### config.mk
export PLATFORM = sky130hd
export DESIGN_NAME = pipe_ctrl_unit
export DESIGN_NICKNAME = d
export VERILOG_FILES = /design/src/rtl/pipe_ctrl_unit.sv
export SDC_FILE = /design/constraint.sdc
export NUM_CORES = 1
export LEC_CHECK = 0
export BUFFER_PORTS_ARGS = -buffer_cell sky130_fd_sc_hd__clkbuf_2
export CORE_UTILIZATION = 43
export DETAILED_ROUTE_END_ITERATION = 6
export PLACE_DENSITY_LB_ADDON = 0.05
export SYNTH_ARGS = -nofsm -noshare
export SYNTH_HDL_FRONTEND = slang
export SYNTH_SLANG_ARGS = --single-unit
### constraint.sdc
create_clock -name clk -period 2.9 [get_ports clk]
set_input_delay 0 -clock clk [delete_from_list [all_inputs] [get_ports clk]]
set_output_delay 0 -clock clk [all_outputs]
set_load 0.01 [all_outputs]
### src/rtl/pipe_ctrl_unit.sv
// Pipelined control unit: decodes the ID-stage instruction, detects load-use and
// branch-operand hazards, and carries control through ID/EX, EX/MEM and MEM/WB.
// Optional performance counters are built only when PERF_CNT_EN is defined.
module pipe_ctrl_unit #(
    parameter int REG_ADDR_W = 5,
    parameter int ALU_CTRL_W = 4,
    parameter int CNT_W      = 16
) (
    input  logic                  clk,
    input  logic                  rst,
    input  logic [31:0]           instr_id,
    input  logic                  id_valid,
    input  logic                  equal_to,
    output logic                  pc_write,
    output logic                  if_id_write,
    output logic                  if_id_flush,
    output logic                  ex_alu_src,
    output logic [ALU_CTRL_W-1:0] ex_alu_ctrl,
    output logic                  mem_read,
    output logic                  mem_write,
    output logic                  wb_reg_write,
    output logic                  wb_mem_to_reg,
    output logic [REG_ADDR_W-1:0] wb_rd,
    output logic [CNT_W-1:0]      stall_count,
    output logic [CNT_W-1:0]      flush_count
);

    localparam logic [6:0] OP_RTYPE = 7'b0110011;
    localparam logic [6:0] OP_LW    = 7'b0000011;
    localparam logic [6:0] OP_SW    = 7'b0100011;
    localparam logic [6:0] OP_BEQ   = 7'b1100011;
    localparam logic [6:0] OP_ADDI  = 7'b0010011;

    logic [6:0]            opcode;
    logic [2:0]            funct3;
    logic [REG_ADDR_W-1:0] rs1, rs2, rd_field;

    assign opcode   = instr_id[6:0];
    assign funct3   = instr_id[14:12];
    assign rs1      = REG_ADDR_W'(instr_id[19:15]);
    assign rs2      = REG_ADDR_W'(instr_id[24:20]);
    assign rd_field = REG_ADDR_W'(instr_id[11:7]);

    logic unused_instr_bits;
    assign unused_instr_bits = &{1'b0, instr_id[31], instr_id[29:25]};

    logic [1:0] d_alu_op;
    logic       d_ok, d_src, d_mr, d_mw, d_rw, d_m2r, d_branch, use_rs1, use_rs2;

    always_comb begin
        d_ok     = 1'b0;
        d_alu_op = 2'b00;
        d_src    = 1'b0;
        d_mr     = 1'b0;
        d_mw     = 1'b0;
        d_rw     = 1'b0;
        d_m2r    = 1'b0;
        d_branch = 1'b0;
        use_rs1  = 1'b0;
        use_rs2  = 1'b0;
        if (id_valid) begin
            case (opcode)
                OP_RTYPE: begin
                    d_ok = 1'b1; d_alu_op = 2'b10; d_rw = 1'b1;
                    use_rs1 = 1'b1; use_rs2 = 1'b1;
                end
                OP_LW: begin
                    d_ok = 1'b1; d_src = 1'b1; d_mr = 1'b1; d_rw = 1'b1; d_m2r = 1'b1;
                    use_rs1 = 1'b1;
                end
                OP_SW: begin
                    d_ok = 1'b1; d_src = 1'b1; d_mw = 1'b1;
                    use_rs1 = 1'b1; use_rs2 = 1'b1;
                end
                OP_BEQ: begin
                    d_ok = 1'b1; d_alu_op = 2'b01; d_branch = 1'b1;
                    use_rs1 = 1'b1; use_rs2 = 1'b1;
                end
                OP_ADDI: begin
                    d_ok = 1'b1; d_src = 1'b1; d_rw = 1'b1;
                    use_rs1 = 1'b1;
                end
                default: d_ok = 1'b0;
            endcase
        end
    end

    // Unrecognised opcodes and bubbles must not leak the default add code.
    logic [ALU_CTRL_W-1:0] d_alu_ctrl;
    always_comb begin
        d_alu_ctrl = ALU_CTRL_W'(4'b0010);
        case (d_alu_op)
            2'b01: d_alu_ctrl = ALU_CTRL_W'(4'b0110);
            2'b10: begin
                case ({instr_id[30], funct3})
                    4'b1000: d_alu_ctrl = ALU_CTRL_W'(4'b0110);
                    4'b0111: d_alu_ctrl = ALU_CTRL_W'(4'b0000);
                    4'b0110: d_alu_ctrl = ALU_CTRL_W'(4'b0001);
                    default: d_alu_ctrl = ALU_CTRL_W'(4'b0010);
                endcase
            end
            default: d_alu_ctrl = ALU_CTRL_W'(4'b0010);
        endcase
        if (!d_ok) d_alu_ctrl = '0;
    end

    logic [REG_ADDR_W-1:0] d_rd;
    assign d_rd = d_rw ? rd_field : '0;

    logic                  idex_src, idex_mr, idex_mw, idex_rw, idex_m2r;
    logic [ALU_CTRL_W-1:0] idex_alu_ctrl;
    logic [REG_ADDR_W-1:0] idex_rd;
    logic                  exmem_mr, exmem_mw, exmem_rw, exmem_m2r;
    logic [REG_ADDR_W-1:0] exmem_rd;
    logic                  memwb_rw, memwb_m2r;
    logic [REG_ADDR_W-1:0] memwb_rd;

    logic m_idex, m_exmem, haz_a, haz_b, haz_c, stall;
    assign m_idex  = (idex_rd != '0) &&
                     ((use_rs1 && idex_rd == rs1) || (use_rs2 && idex_rd == rs2));
    assign m_exmem = (exmem_rd != '0) &&
                     ((use_rs1 && exmem_rd == rs1) || (use_rs2 && exmem_rd == rs2));
    assign haz_a   = idex_mr & m_idex;
    assign haz_b   = d_branch & idex_rw & m_idex;
    assign haz_c   = d_branch & exmem_mr & m_exmem;
    assign stall   = id_valid & (haz_a | haz_b | haz_c);

    assign pc_write    = ~stall;
    assign if_id_write = ~stall;
    assign if_id_flush = id_valid & d_branch & equal_to & ~stall;

    always_ff @(posedge clk) begin
        if (rst) begin
            idex_src      <= 1'b0;
            idex_alu_ctrl <= '0;
            idex_mr       <= 1'b0;
            idex_mw       <= 1'b0;
            idex_rw       <= 1'b0;
            idex_m2r      <= 1'b0;
            idex_rd       <= '0;
            exmem_mr      <= 1'b0;
            exmem_mw      <= 1'b0;
            exmem_rw      <= 1'b0;
            exmem_m2r     <= 1'b0;
            exmem_rd      <= '0;
            memwb_rw      <= 1'b0;
            memwb_m2r     <= 1'b0;
            memwb_rd      <= '0;
        end else begin
            // A stalled cycle inserts a bubble into ID/EX; later stages always advance.
            idex_src      <= stall ? 1'b0 : d_src;
            idex_alu_ctrl <= stall ? '0   : d_alu_ctrl;
            idex_mr       <= stall ? 1'b0 : d_mr;
            idex_mw       <= stall ? 1'b0 : d_mw;
            idex_rw       <= stall ? 1'b0 : d_rw;
            idex_m2r      <= stall ? 1'b0 : d_m2r;
            idex_rd       <= stall ? '0   : d_rd;
            exmem_mr      <= idex_mr;
            exmem_mw      <= idex_mw;
            exmem_rw      <= idex_rw;
            exmem_m2r     <= idex_m2r;
            exmem_rd      <= idex_rd;
            memwb_rw      <= exmem_rw;
            memwb_m2r     <= exmem_m2r;
            memwb_rd      <= exmem_rd;
        end
    end

    assign ex_alu_src    = idex_src;
    assign ex_alu_ctrl   = idex_alu_ctrl;
    assign mem_read      = exmem_mr;
    assign mem_write     = exmem_mw;
    assign wb_reg_write  = memwb_rw;
    assign wb_mem_to_reg = memwb_m2r;
    assign wb_rd         = memwb_rd;

`ifdef PERF_CNT_EN
    logic [CNT_W-1:0] stall_cnt_q, flush_cnt_q;
    always_ff @(posedge clk) begin
        if (rst) begin
            stall_cnt_q <= '0;
            flush_cnt_q <= '0;
        end else begin
            if (stall && stall_cnt_q != '1)       stall_cnt_q <= stall_cnt_q + 1'b1;
            if (if_id_flush && flush_cnt_q != '1) flush_cnt_q <= flush_cnt_q + 1'b1;
        end
    end
    assign stall_count = stall_cnt_q;
    assign flush_count = flush_cnt_q;
`else
    assign stall_count = '0;
    assign flush_count = '0;
`endif

endmodule
* After elaboration in Yosys (flattened, before gate mapping)
Cells that the tools add are included.
Widths: inputs -> output; s select.
** Operators by class
- Add/subtract/negate cells :: 0
- Multipliers :: 0
- Div/mod/pow operators :: 0
- Order comparisons :: 0
- Equal/unequal tests :: 14
- Shift-type cells :: 0
- Mux-type cells :: 15
- Bitwise operators :: 15
- Reductions and logical operators :: 18
** Operator list (count)
- $eq 5x5->1 :: 4
- $reduce_or 3->1 :: 6
- $eq 7x6->1 const B :: 2
- $mux 1 :: 11
- $reduce_bool 5->1 :: 2
- $and 1x1->1 :: 9
- $pmux 3 s3 :: 1
- $eq 4x3->1 const B :: 2
- $eq 7x2->1 const B :: 1
- $eq 7x5->1 const B :: 1
- $eq 7x7->1 const B :: 1
- $logic_and 1x1->1 :: 6
- $pmux 3 s2 :: 1
- $reduce_or 5->1 :: 1
- $eq 4x4->1 const B :: 1
- $not 1->1 :: 4
- $pmux 2 s2 :: 1
- $eq 2x1->1 const B :: 1
- $eq 2x2->1 const B :: 1
- $logic_or 1x1->1 :: 2
- $mux 2 :: 1
- $or 1x1->1 :: 2
- $reduce_or 2->1 :: 1
** Word-level totals
- Register bits after elaboration :: 28
- Bits in latches :: 0
- Bits in writable memories :: 0
- ROM bits :: 0
- Output and inout bits :: 49
- Word-level logic and storage cells :: 75
- Memories :: 0

* Logic depth before layout (Yosys ltp)
Gate-level depths: netlist of run 1.
- Depth after elaboration :: 13
- Mapped depth :: 10
- Depth with buffers taken out :: 10

* Least setup slack after synthesis of run 1
Ideal clock, no wire load.
- Path kind :: input -> register
- From :: in instr_id[2]
- To :: reg idex_alu_ctrl[2] (netlist: ex_alu_ctrl[2])
- Library setup time :: 0.078 ns
- Arrival time :: 2.032 ns
- Path slack :: 0.790 ns
- Stages :: 10
- Cell sequence :: and4bb_2 -> nand2_2 -> or3_2 -> inv_1 -> ha_1 -> or2b_2 -> nor3_1 -> a21oi_1 -> or3_2 -> nor3_1
** Between the ends
- Word-level cells in the longest chain between the ends :: 12
** RTL lines
- start, declared :: line 11 : input logic [31:0] instr_id,
- $eq 7x5->1, or another cell as far along :: line 62 : case (opcode)
- $reduce_or 5->1 (no source line) or $reduce_or 3->1 (tied branches)
- $mux 1 :: line 62
- $mux 1 :: line 61 : if (id_valid) begin
- $logic_and 1x1->1 :: line 120 : ((use_rs1 && idex_rd == rs1) || (use_rs2 && idex_rd == rs2));
- $logic_or 1x1->1 :: line 120
- $logic_and 1x1->1 :: line 119 : assign m_idex = (idex_rd != '0) &&
- $and 1x1->1, on equally long branches :: line 123, 124
- $or 1x1->1 (2 in series) :: line 126 : assign stall = id_valid & (haz_a | haz_b | haz_c);
- $and 1x1->1 :: line 126
- $reduce_or 3->1 (no source line)
- end signal, assigned :: line 152 : idex_alu_ctrl <= stall ? '0 : d_alu_ctrl;
- end, declared :: line 111 : logic [ALU_CTRL_W-1:0] idex_alu_ctrl;
Parallel ways exist; a longest one is shown, timed or not.
A chain may end at the register's enable or synchronous reset.

* Final worst setup path of run 1
- From :: in instr_id[5]
- To :: out if_id_write
** Between the ends
- Word-level cells in the longest chain between the ends :: 12
** RTL lines
- $eq 7x5->1, or another cell as far along :: line 62
- $reduce_or 5->1 (no source line) or $reduce_or 3->1 (tied branches)
- $mux 1 :: line 62
- $mux 1 :: line 61
- $logic_and 1x1->1 :: line 120
- $logic_or 1x1->1 :: line 120
- $logic_and 1x1->1 :: line 119
- $and 1x1->1, on equally long branches :: line 123, 124
- $or 1x1->1 :: line 126
- $or 1x1->1 (*) :: line 126
- $and 1x1->1 (*) :: line 126
- $not 1->1 (*) :: line 129 : assign if_id_write = ~stall;
- end, declared :: line 15 : output logic if_id_write,
Every way passes the cells marked *; elsewhere a longest branch is shown, timed or not.

==> results of run 1 <==
[cell families after synthesis]
kind of cell | count (synthesis)
xor gates and xnor gates | 20
and+or+nand+nor | 59
AOI/OAI and AO/OA | 9
buffers and inverters | 40
DFF | 27
other | 1
adders and majority gates | 2
[where the power goes]
group          internal, mW  switching [mW]  total, mW
logic                0.0327          0.0471     0.0798
clock network        0.0528           0.109      0.162
registers             0.372        0.000538      0.372
total                 0.457           0.157      0.614
[placed cells by master (no fill, tap or decap), types with 2 or more instances in the layout]
master         synthesis  final
nor3_1                 9      9
or4_1                  3      3
xnor2_1                5      5
clkbuf_2               0     45
dfxtp_1               27     27
clkbuf_4               0      3
nand2_1                3      3
ha_1                   2      2
nor2b_1               16     16
xor2_1                15     15
conb_1                 1     33
or3_2                  2      2
nor4b_1                6      6
o21ai_0                2      2
inv_1                  2      2
nand3_1                4      4
nor2_1                 4      4
a21oi_1                2      2
or3_1                  2      2
nor4_1                 2      2
dlygate4sd3_1          0      8
[cell type report]
| type | instances | share of cell area, % |
|---|---|---|
| flip-flops and latches | 27 | 31.8 |
| repair buffers | 53 | 18.0 |
| well taps | 44 | 3.24 |
| inverters | 2 | 0.442 |
| multi-input cells | 123 | 44.8 |
| clock inverters | 1 | 0.442 |
| clock buffers | 3 | 1.32 |
[synthesized netlist by cell type]
cell	instances	share of area, %
a211oi_1	1	0.51
a21oi_1	2	0.68
a21oi_4	1	1.1
a22oi_1	1	0.51
a31oi_1	1	0.43
and4bb_2	1	0.85
buf_2	2	0.68
buf_4	34	17
buf_6	1	0.77
clkbuf_1	1	0.26
conb_1	1	0.26
dfxtp_1	27	37
ha_1	2	1.7
inv_1	2	0.51
nand2_1	3	0.77
nand2_2	1	0.43
nand2b_1	1	0.43
nand3_1	4	1.4
nand3b_1	1	0.51
nand4_1	1	0.43
nor2_1	4	1.0
nor2b_1	16	6.8
nor3_1	9	3.1
nor3_2	1	0.68
nor4_1	2	0.85
nor4b_1	6	3.6
o211ai_1	1	0.51
o21ai_0	2	0.68
or2b_2	1	0.60
or3_1	2	0.85
or3_2	2	1.0
or3b_1	1	0.60
or4_1	3	1.5
xnor2_1	5	3.0
xor2_1	15	8.9
[per-layer routing]
metal | vias up | part of all wire [%] | GRT usage (%)
li1 | 568 | - | -
met1 | 503 | 44 | 18.5
met2 | 54 | 47 | 28.9
met3 | 4 | 7.4 | 3.41
met4 | 0 | 1.4 | 5.84
met5 | - | 0 | 0
[path summary, 6_finish.rpt]
path / slack (ns) / endpoint / from
min reg2reg: 0.45 / mem_write / idex_mw
min: 0.04 / ex_alu_ctrl[0] / instr_id[12]
max: 0.41 / if_id_write / instr_id[5]
max reg2reg: 1.02 / ex_alu_ctrl[1] / idex_rd[1]
[worst reg2reg max path: stages, from the launching register on]
cell and delay [ns]:
dfxtp_1 0.43, xnor2_1 0.15, nand3_1 0.09, or4_1 0.57, a21oi_4 0.38, nor4_1 0.13
[stage by stage]
stage | cell area (um^2) | std cells | util, % | hold slack, ns | power, mW
2_1_floorplan | 1590 | 190 | - | 0.0716 | 0.454
3_3_place_gp | 1590 | 241 | 50.4 | 0.258 | 0.451
3_5_place_dp | 1590 | 241 | 50.4 | 0.257 | 0.452
4_1_cts | 1700 | 253 | 53.9 | 0.0241 | 0.622
5_1_grt | 1700 | 253 | 53.9 | 0.0382 | 0.649
6_report | 1700 | 253 | 53.9 | 0.0357 | 0.614
==> results.md, run 1 <==
- Status: completed
- Post-route DRC: 0
- CP top delay family: simple AND/OR/NAND/NOR gates
- First-pass GRT wire length: 4330 um
- Post-synthesis instance total: 158
- Vias in the first global route: 1,009
- Clock tree buffer depth: 2
- Clock Sinks: 27
- Initial Util: 46.6%
- Antenna diode count: 0
- Highest-delay cell along the critical path: nor3_1
- Sequential-to-total area share from yosys stat: 36.8%
- Syn_area_per_cell: 9.30 um^2
- Mapped cell area: 1470 um^2
- Startpoint types: primary input
- Tightest Pin Transition: 0.854 ns
- Drt first pass iters: 3
- Cell row count: 20
- Post-synth cell types: 35
- FF+latch count, synth: 27
- FF-to-FF path depth: 5
- Synth warnings: 0
- # IOs: 85
- Resized Gates After CTS: 0
- Total Routing Usage GR: 16.0%
- P&R area growth vs syn: 15.7%
- Fin worst setup slack: 0.415 ns
- Hold Crit Depth: 4
- Final setup fails: 0
- Max-slew headroom: 42.6%
- RSZ-0062 raised after global routing: false
- Min cycle time layout: 2.49 ns
- Starting DRC count in detailed routing: 11
- Die Y: 60.5 um
- Multi-input logic area: 762 um^2
- # Max-Cap Violations: 0
- DR vias/cell: 4.46
- Place WS: 0.555 ns
- NumNets Final: 248
- Fraction of the cycle the final worst path needs: 85.7%
- Post-CTS Setup Bufs: 0
- Kind of critical path: in -> out
- Layout cells sized above 1: 26.8%
- Register area: 541 um^2
- Routed Antenna Nets: 0
- Total number of vias: 1,129
- H-tree depth: 1
- Antenna violations before repair: 0
- Core box area: 3150 um^2
- Total wire length: 2740 um
- CP Data Arrival Time: 2.49 ns
- Leak: 0.802 nW
- Post-Synth Adder-Cell Area: 1.70%
- PD cells: 361 nW/um^2
- Compound-Gate Fraction of Synth Area: 4.43%
- Synth Area in Simple Gates: 25.4%
- Layout fillers: 322
- HP Class: in -> reg
- CP Cell Sequence: dlygate4sd3_1, clkbuf_2, nor2b_1, nand4_1, nor3_1, o21ai_0, clkbuf_2
- Die area: 3660 um^2
- Main combinational cell family by area after synthesis: simple AND/OR/NAND/NOR gates
- HPWL after DPL: 2160 um
- DIE WIDTH: 60.5 um
- Critical path depth: 7
- Max frequency: 402 MHz
- Wire per inst: 10.8 um
- Buffers on Ports: 45
- CTS tree: yes
- Setup TNS: 0 ns
- Crit path buf inv count: 3
- Worst-path clk slew: 0.14 ns
- Multiplexer area fraction after synthesis: 0%
- CTS Buf Count: 3
- GRT overflow: 0
- CP required: 2.90 ns
- Hold Buf Count CTS: 8
- Most used cell along the critical path: clkbuf_2
- Critical-path maximum fanout: 7
- Final Hold Vio Count: 0
- Maximum vdd ir drop: 0.174 mV
- Critical Path End Type: output port
- Worst-Skew Late Latency: 0.32 ns
- Routability cong.: 0.820
- Post-synthesis xor/xnor area fraction: 11.9%
- Slew Viols, Final: 0
- Crit path largest cell delay: 0.75 ns
- Root Driver: clkbuf_4
- Largest net degree at the start of global routing: 18
- Clk_skew: 0.00606 ns
No activity file was read; power rests on OpenSTA's default activity.
==> run 2, diff against run 1 <==
CTS_CLUSTER_SIZE = 8   (was unset)
MAX_ROUTING_LAYER = met4   (was unset)
==> results.md, run 2 (synthesis results as in run 1) <==
- Clock tree buffer depth: 2
- H-tree depth: 1
- Register area: 541 um^2
- Die area: 3660 um^2
- Min cycle time layout: 2.49 ns
- Final Hold Vio Count: 0
- Antenna diode count: 0
- Antenna violations before repair: 0
- Worst-path clk slew: 0.14 ns
- Maximum vdd ir drop: 0.174 mV
- Slew Viols, Final: 0
- FF-to-FF path depth: 5
- FF-to-FF End: ex_alu_ctrl[1]
- HP Class: in -> reg
- PD cells: 361 nW/um^2
- First-pass GRT wire length: 4330 um
- Core box area: 3150 um^2
- Drt first pass iters: 3
- CTS tree: yes
- RR Startpoint: idex_rd[1]
- Clock Sinks: 27
- Total wire length: 2740 um
- # IOs: 85
- # Max-Cap Violations: 0
- Worst-Skew Late Latency: 0.32 ns
- Cell row count: 20
- Most frequent cells in the layout: clkbuf_2, conb_1, dfxtp_1
- Max-slew headroom: 42.6%
- Vias in the first global route: 1,009
- Layout fillers: 322
- Commonest non-fill, non-tap cell in the layout: clkbuf_2
- Total Routing Usage GR: 16.5%
- Routability cong.: 0.832
- Die Y: 60.5 um
- RSZ-0062 raised after global routing: false
- Critical Path End Type: output port
- Starting DRC count in detailed routing: 11
- Worst Hold Slack: 0.0357 ns
- Initial Util: 46.6%
- Post-route DRC: 0
- Area post-placement: 1590 um^2
- Clk_skew: 0.00606 ns
- Final setup fails: 0
- Leak: 0.802 nW
- Wire per inst: 10.8 um
- Hold Path Sink: ex_alu_ctrl[0]
- Largest net degree at the start of global routing: 18
- Total number of vias: 1,129
- Fraction of the cycle the final worst path needs: 85.7%
- Routed Antenna Nets: 0
- FF-to-FF setup slack: 1.02 ns
- Tightest Pin Transition: 0.854 ns
- HPWL after DPL: 2160 um
- CP required: 2.90 ns
- Startpoint types: primary input
- Root Driver: clkbuf_4
- Status: completed
- GRT overflow: 0
- Critical path origin: instr_id[5]
- CTS Buf Count: 3
- Kind of critical path: in -> out
- Multi-input logic area: 762 um^2
- Max frequency: 402 MHz
- Cell area after layout: 1700 um^2
- Startpoint of the worst hold path: instr_id[12]
- NumNets Final: 248
- Critical-path maximum fanout: 7
- Resized Gates After CTS: 0
- Layout cells sized above 1: 26.8%
- Hold Crit Depth: 4
- Buffers on Ports: 45
- CP Data Arrival Time: 2.49 ns
- P&R area growth vs syn: 15.7%
- DIE WIDTH: 60.5 um
- DR vias/cell: 4.46
- Setup TNS: 0 ns
==> run 2: layer usage <==
layer	part of all wire, %	GRT usage, %	routed length (um)
met5	0	-	0
met4	1.4	5.84	38
met3	7.4	3.41	202
met2	47	28.9	1290
met1	44	18.5	1200
==> run 2: timing repair <==
item / 4_1_cts / 5_1_grt
hold buffers: 8 / 0
endpoints found under the hold margin: 7 / 0
setup buffers: 0 / 0
==> run 2: how the worst max path moves through the flow <==
| stage | slack [ns] | cells past startpoint | endpoint |
|---|---|---|---|
| floorplan | 0.79 | 10 | ex_alu_ctrl[2] |
| global placement | 0.59 | 11 | ex_alu_ctrl[2] |
| detailed placement | 0.55 | 11 | ex_alu_ctrl[2] |
| CTS | 0.42 | 7 | if_id_write |
| global route | 0.21 | 7 | pc_write |
| finish | 0.41 | 7 | if_id_write |
==> run 2: area by class of cell <==
| cell class | instances | area share, % |
|---|---|---|
| repair buffers | 53 | 18.0 |
| flip-flops and latches | 27 | 31.8 |
| multi-input cells | 123 | 44.8 |
| inverters | 2 | 0.442 |
| clock buffers | 3 | 1.32 |
| clock inverters | 1 | 0.442 |
| well taps | 44 | 3.24 |
==> run 2: stage by stage <==
stage / utilization, % / setup WS, ns / power (mW) / cells
2_1_floorplan: - / 0.790 / 0.454 / 190
3_3_place_gp: 50.4 / 0.587 / 0.451 / 241
3_5_place_dp: 50.4 / 0.555 / 0.452 / 241
4_1_cts: 53.9 / 0.421 / 0.622 / 253
5_1_grt: 53.9 / 0.213 / 0.649 / 253
6_report: 53.9 / 0.415 / 0.614 / 253
==> run 2: worst max-delay path, cell delays in order <==
cell           delay [ns]
dlygate4sd3_1        0.52
clkbuf_2             0.14
nor2b_1              0.42
nand4_1              0.24
nor3_1               0.75
o21ai_0              0.22
clkbuf_2             0.18
==> run 2: power by group <==
part | switching, mW | internal [mW]
clock | 0.109 | 0.0528
sequential | 0.000538 | 0.372
combinational | 0.0471 | 0.0327
